## config.mk

```make
export PLATFORM = sky130hd
export DESIGN_NAME = uart_rx
export DESIGN_NICKNAME = d
export VERILOG_FILES = /design/src/rtl/uart_rx.sv
export SDC_FILE = /design/constraint.sdc
export NUM_CORES = 1
export LEC_CHECK = 0
export ABC_AREA = 1
export CAP_MARGIN = 20
export CORE_UTILIZATION = 55
export DETAILED_ROUTE_END_ITERATION = 7
export PLACE_DENSITY = 0.77
export SLEW_MARGIN = 20
export SYNTH_ARGS = -nofsm -noshare
export SYNTH_HDL_FRONTEND = slang
export SYNTH_SLANG_ARGS = --single-unit
```

## constraint.sdc

```tcl
create_clock -name clk -period 1.8 [get_ports clk]
set_input_delay 0.36 -clock clk [delete_from_list [all_inputs] [get_ports clk]]
set_output_delay 0.36 -clock clk [all_outputs]
set_load 0.03 [all_outputs]
```

## src/rtl/uart_rx.sv

```systemverilog
// 8N1 UART receiver: two-flop synchroniser, mid-bit sampling by a plain clock count,
// one-cycle valid / frame_err pulses, single frame_err per held-low break.
module uart_rx #(
    parameter int CLOCK_RATE     = 10,
    parameter int BAUD_RATE      = 1,
    parameter int CLOCKS_PER_BIT = CLOCK_RATE / BAUD_RATE
) (
    input  logic       clk,
    input  logic       rst,
    input  logic       rx,
    output logic [7:0] data,
    output logic       valid,
    output logic       frame_err,
    output logic       busy
);
    generate
        if (CLOCKS_PER_BIT < 4) begin : g_bad_cpb
            $error("uart_rx: CLOCKS_PER_BIT must be >= 4");
        end
    endgenerate

    localparam int              CW      = $clog2(CLOCKS_PER_BIT);
    localparam logic [CW-1:0]   HALF_M1 = CW'(CLOCKS_PER_BIT / 2 - 1);
    localparam logic [CW-1:0]   FULL_M1 = CW'(CLOCKS_PER_BIT - 1);

    typedef enum logic [2:0] {
        S_IDLE,
        S_START,
        S_DATA,
        S_STOP,
        S_BREAK
    } state_t;

    state_t          state_q, state_d;
    logic [1:0]      sync_q, sync_d;
    logic [CW-1:0]   cnt_q, cnt_d;
    logic [2:0]      bit_q, bit_d;
    logic [7:0]      shift_q, shift_d;
    logic [7:0]      data_q, data_d;
    logic            valid_q, valid_d;
    logic            ferr_q, ferr_d;
    logic            rs;

    assign rs = sync_q[1];

    always_ff @(posedge clk) begin
        if (rst) begin
            state_q <= S_IDLE;
            sync_q  <= 2'b11;
            cnt_q   <= '0;
            bit_q   <= '0;
            shift_q <= '0;
            data_q  <= '0;
            valid_q <= 1'b0;
            ferr_q  <= 1'b0;
        end else begin
            state_q <= state_d;
            sync_q  <= sync_d;
            cnt_q   <= cnt_d;
            bit_q   <= bit_d;
            shift_q <= shift_d;
            data_q  <= data_d;
            valid_q <= valid_d;
            ferr_q  <= ferr_d;
        end
    end

    always_comb begin
        sync_d  = {sync_q[0], rx};
        state_d = state_q;
        cnt_d   = cnt_q;
        bit_d   = bit_q;
        shift_d = shift_q;
        data_d  = data_q;
        valid_d = 1'b0;
        ferr_d  = 1'b0;
        case (state_q)
            S_IDLE: begin
                if (!rs) begin
                    state_d = S_START;
                    cnt_d   = HALF_M1;
                    bit_d   = '0;
                end
            end
            S_START: begin
                // Re-check the line at mid start bit to reject glitches.
                if (cnt_q != '0) begin
                    cnt_d = cnt_q - 1'b1;
                end else if (rs) begin
                    state_d = S_IDLE;
                end else begin
                    state_d = S_DATA;
                    cnt_d   = FULL_M1;
                end
            end
            S_DATA: begin
                if (cnt_q != '0) begin
                    cnt_d = cnt_q - 1'b1;
                end else begin
                    shift_d = {rs, shift_q[7:1]};
                    cnt_d   = FULL_M1;
                    if (bit_q == 3'd7) begin
                        state_d = S_STOP;
                    end else begin
                        bit_d = bit_q + 3'd1;
                    end
                end
            end
            S_STOP: begin
                if (cnt_q != '0) begin
                    cnt_d = cnt_q - 1'b1;
                end else if (rs) begin
                    state_d = S_IDLE;
                    data_d  = shift_q;
                    valid_d = 1'b1;
                end else begin
                    state_d = S_BREAK;
                    ferr_d  = 1'b1;
                end
            end
            S_BREAK: begin
                if (rs) begin
                    state_d = S_IDLE;
                end
            end
            default: state_d = S_IDLE;
        endcase
    end

    assign data      = data_q;
    assign valid     = valid_q;
    assign frame_err = ferr_q;
    assign busy      = (state_q != S_IDLE);

endmodule

```

# --- Word-level counts from Yosys, hierarchy flattened ---
# Index checks and enable logic that the tools add are counted.
totals:
  reg_bits: 30
  inputBits: 3
  output_inout_bits: 11
  wordCells: 58
op_classes:
  addsub: 2
  n_eq_ne: 14
  mux: 21
  bitwise: 2
  reduce_logical: 11
ops:
  columns: ["cell", "count"]
  rows:
  - ["2-to-1 mux 3 bit", 10]
  - ["2-to-1 mux 4 bit", 5]
  - ["inequality test 2 bit (second input constant)", 8]
  - ["case mux 4 bit (4 select lines)", 1]
  - ["case mux 3 bit (5 select lines)", 1]
  - ["AND reduction 4 bit", 2]
  - ["nonzero test 4 bit", 2]
  - ["equality test 3 x 2 -> 1 bit (second input constant)", 2]
  - ["equality test 3 bit (second input constant)", 2]
  - ["case mux 3 bit (2 select lines)", 1]
  - ["AND reduction 6 bit", 1]
  - ["subtractor 4 x 1 -> 4 bit (second input constant)", 1]
  - ["adder 3 x 1 -> 3 bit (second input constant)", 1]
  - ["equality test 3 x 1 -> 1 bit (second input constant)", 1]
  - ["zero test 3 bit", 1]
  - ["inequality test 3 bit (second input constant)", 1]
  - ["AND reduction 3 bit", 1]
  - ["nonzero test 3 bit", 1]
  - ["OR reduction 3 bit", 1]
  - ["2-to-1 mux 1 bit", 2]
  - ["2-to-1 mux 2 bit", 1]
  - ["inverter 1 bit", 2]
  - ["AND reduction 2 bit", 1]
  - ["nonzero test 2 bit", 1]

# --- Depth between registers and ports, before layout ---
logic_depth:
  ltp_word: 4
  depth_mapped: 9
  mapped_depth_nobuf: 9

# --- Worst setup path after synthesis ---
# Ideal clock, no wire load.
synth_timing:
  path_type: "register to register"
  startpoint: "register cnt_q[0]"
  endpoint: "register data_q[6] (netlist: data[6])"
  setup_ns: 0.116
  t_arrival_ns: 1.175
  required_ns: 1.684
  setup_slack_ns: 0.509
  path_stages_with_launch: 9
  path_buffers: 1
  period_less_slack_ns: 1.291
  cell_sequence: "dfxtp_1 inv_1 ha_1 nand2_4 inv_1 nand3_4 buf_6 o21ai_1 a21oi_1"
synth_between:
  elab_chain_cells: 3
synth_lines:
  columns: ["element", "line_no", "rtl"]
  rows:
  - ["start, declared", "36", "logic [CW-1:0] cnt_q, cnt_d;"]
  - ["start signal, assigned", "59", "cnt_q <= cnt_d;"]
  - ["nonzero test 4 bit", "110", "if (cnt_q != '0) begin"]
  - ["inverter 1 bit (no source line)", null, null]
  - ["AND reduction 3 bit (no source line)", null, null]
  - ["end signal, assigned", "62", "data_q <= data_d;"]
  - ["end, declared", "39", "logic [7:0] data_q, data_d;"]
# No other way between the ends.
# A chain may end at the register's enable or synchronous reset.

# --- Worst setup path in the final report ---
layout_timing:
  startpoint: "register state_q[2]"
  endpoint: "output port busy"
layout_between:
  elab_chain_cells: 1
layout_lines:
  columns: ["element", "line_no", "rtl"]
  rows:
  - ["start, declared", "34", "state_t state_q, state_d;"]
  - ["start signal, assigned", "57", "state_q <= state_d;"]
  - ["nonzero test 3 bit", "133", "assign busy = (state_q != S_IDLE);"]
  - ["end, declared", "14", "output logic busy"]
# No other way between the ends.

==> results.json <==
{
  "cts_tree": "done",
  "netlist_top_cells_count": "nand2_1, nor2_1, dfxtp_1",
  "core-area_um2": 2280,
  "ff2ff_path_depth": 8,
  "p_sw_uw": 1230,
  "synth_seq_cells": 30,
  "maxCapViolations": 0,
  "grt_pass1_vias": 1063,
  "drt-wirelength-per-cell_um": 11.6,
  "yosysWarnings": 0,
  "path_class": "flip-flop to output pin",
  "grt_pass1_wl_um": 4610,
  "clock_sinks": 30,
  "drt_iter0_markers": 25,
  "grt_usage_pct": 23.7,
  "dieArea_um2": 2680,
  "clockBufferDepth": 2,
  "die_h_um": 51.8,
  "syn_nets": 187,
  "power_frac_comb_pct": 48.5,
  "drive_above_1_share_pct": 13.9,
  "antenna_found_initial": 0,
  "intPower_uw": 1550,
  "clkPwrFrac_pct": 18.0,
  "clock_skew_ns": 0.00363,
  "status": "finished, final reports clean",
  "vias": 1181,
  "dp_hpwl_um": 1940,
  "ys_async_sr_fraction_pct": 0,
  "via_per_inst": 5.16,
  "die_w_um": 51.8,
  "p_sw_share_pct": 44.3,
  "ios": 14,
  "tns_ns": 0,
  "endpoint_kind": "output pin",
  "tightest_slew_ns": 0.426,
  "post-cts-setup-buffers": 0,
  "synth_top_area_cell": "dfxtp_1",
  "seq_area_frac_synth_pct": 44.0,
  "hp-class": "flip-flop to flip-flop",
  "dr.pass1.iters": 4,
  "seq_power_share_pct": 33.4,
  "netlist_area_um2": 1360,
  "p_leak_uw": 0.000703,
  "timing.fmax_mhz": 580,
  "area_growth_pct": 17.3,
  "startpoint_type": "flip-flop",
  "slew_headroom_pct": 71.6,
  "finalMaxSlewViolations": 0,
  "initial_utilization_pct": 59.9,
  "portBuffers": 13,
  "htreeDepth": 2,
  "yosysTopAreaCellShare_pct": 44.0,
  "worstSkewPairLatency_ns": 0.33,
  "ant_nets": 0,
  "required_ns": 1.44,
  "timing.final.crit_period_ns": 1.72,
  "gp_congestion": 0.812,
  "grt_max_degree": 19,
  "numCtsBuffers": 5,
  "diodes": 0,
  "setup-violations-final": 0,
  "drc_errors": 0,
  "syn-mean-instance-area_um2": 7.58,
  "rows": 17,
  "cp_data_arrival_time_ns": 1.36,
  "synth_cells": 180,
  "hold_viol": 0,
  "nNetsFinal": 207,
  "synth_area_leaders": "dfxtp_1, nand2_1, nor2_1",
  "post-place-ws_ns": 0.162,
  "netlist-cell-type-count": 26,
  "hold_depth": 1,
  "rsz0062_at_grt": "false",
  "setup_slack_ns": 0.0751,
  "peakVddDrop_mv": 1.45,
  "cp_max_fo": 6,
  "wl_um": 2670,
  "synth_ff_type": "dfxtp_1",
  "p_per_area_nw_per_um2": 1740,
  "p_total_uw": 2780,
  "overflow": 0,
  "period_share_pct": 95.8,
  "root_buffer": "clkbuf_4",
  "path_clk_slew_ns": 0.09,
  "synth-edff-count": 0
}
## sequential cells by signal, indices dropped and copies added, names as in the netlist
signal	cells
data	8
shift_q	8
cnt_q	4
bit_q	3
state_q	3
sync_q	2
frame_err	1
valid	1
## metal layers
layer,track usage [%],routed length (um),vias up
met3,7.89,93,4
met1,29.4,1300,536
met4,9.46,33,0
met5,0,0,-
met2,37.7,1240,25
li1,-,-,616
## area by class of cell
cell class / count / area [um^2]
clock buffers: 8 / 78.8
well taps: 28 / 35.0
multi-input cells: 126 / 651
inverters: 20 / 75.1
repair buffers: 17 / 160
fillers: 194 / 676
flip-flops and latches: 30 / 601
## repair_timing
item	in CTS	in global routing
hold buffers	0	0
resized for setup	1	1
endpoints found under the setup margin	1	1
gates cloned	0	0
## critical path, cell delays in order, from the launching register on
cell and delay [ns]:
dfxtp_1 0.46, inv_2 0.10, nand2_1 0.09, clkdlybuf4s15_1 0.38
## worst paths after layout
kind                   start        end  slack (ns)
hold reg to reg    sync_q[0]  sync_q[1]        0.42
setup reg to reg    cnt_q[0]   cnt_q[0]        0.27
hold / removal     sync_q[0]  sync_q[1]        0.42
setup / recovery  state_q[2]       busy        0.08
## layout by cell type, fill, tap and decap left out
cell type	synthesis	layout
nor2_1	32	32
nand2_1	32	32
dfxtp_1	30	30
inv_1	18	18
o21ai_0	17	17
a21oi_1	14	14
clkdlybuf4s50_1	0	12
nand3_1	8	8
clkbuf_4	0	5
ha_1	4	4
buf_4	0	4
clkbuf_8	0	3
inv_2	2	2
nor2_2	2	2
nor2_4	2	2
nand3_2	2	2
or2_2	2	2
nand2_4	1	1
nand2_2	1	1
o211ai_1	1	1
o211ai_2	1	1
nand3_4	1	1
o21ai_1	1	1
o21ai_2	1	1
a21oi_2	1	1
nor3_1	1	1
xnor2_1	1	1
or2_1	1	1
clkdlybuf4s15_1	0	1
## logic make-up (layout without fill, tap and decap cells)
logic type | count (synthesis) | in the layout | synth area share (%)
simple gates | 85 | 85 | 28.9
buf+inv | 24 | 45 | 8.26
fa+ha+maj | 4 | 4 | 3.67
compound gates | 36 | 36 | 14.5
flops | 30 | 30 | 44.0
xor+xnor | 1 | 1 | 0.642
## per-stage QoR
step                      std cells  utilization [%]  area (um^2)  hold WS [ns]
after detailed placement        221             66.8         1520         0.395
final                           229             70.3         1600         0.419
after CTS                       229             70.3         1600         0.417
after global routing            229             70.3         1600         0.452
after floorplan                 180                -         1360         0.389
after global placement          221             66.8         1520         0.397
## power groups by stage
stage / sequential, uW / clock [uW] / combinational, uW
3_5_place_dp: 940 / 0 / 1350
4_1_cts: 923 / 506 / 1340
5_1_grt: 946 / 544 / 1520
3_3_place_gp: 927 / 0 / 1300
6_report: 928 / 501 / 1350
2_1_floorplan: 945 / 0 / 1030
(Power assumes the default switching activity.)
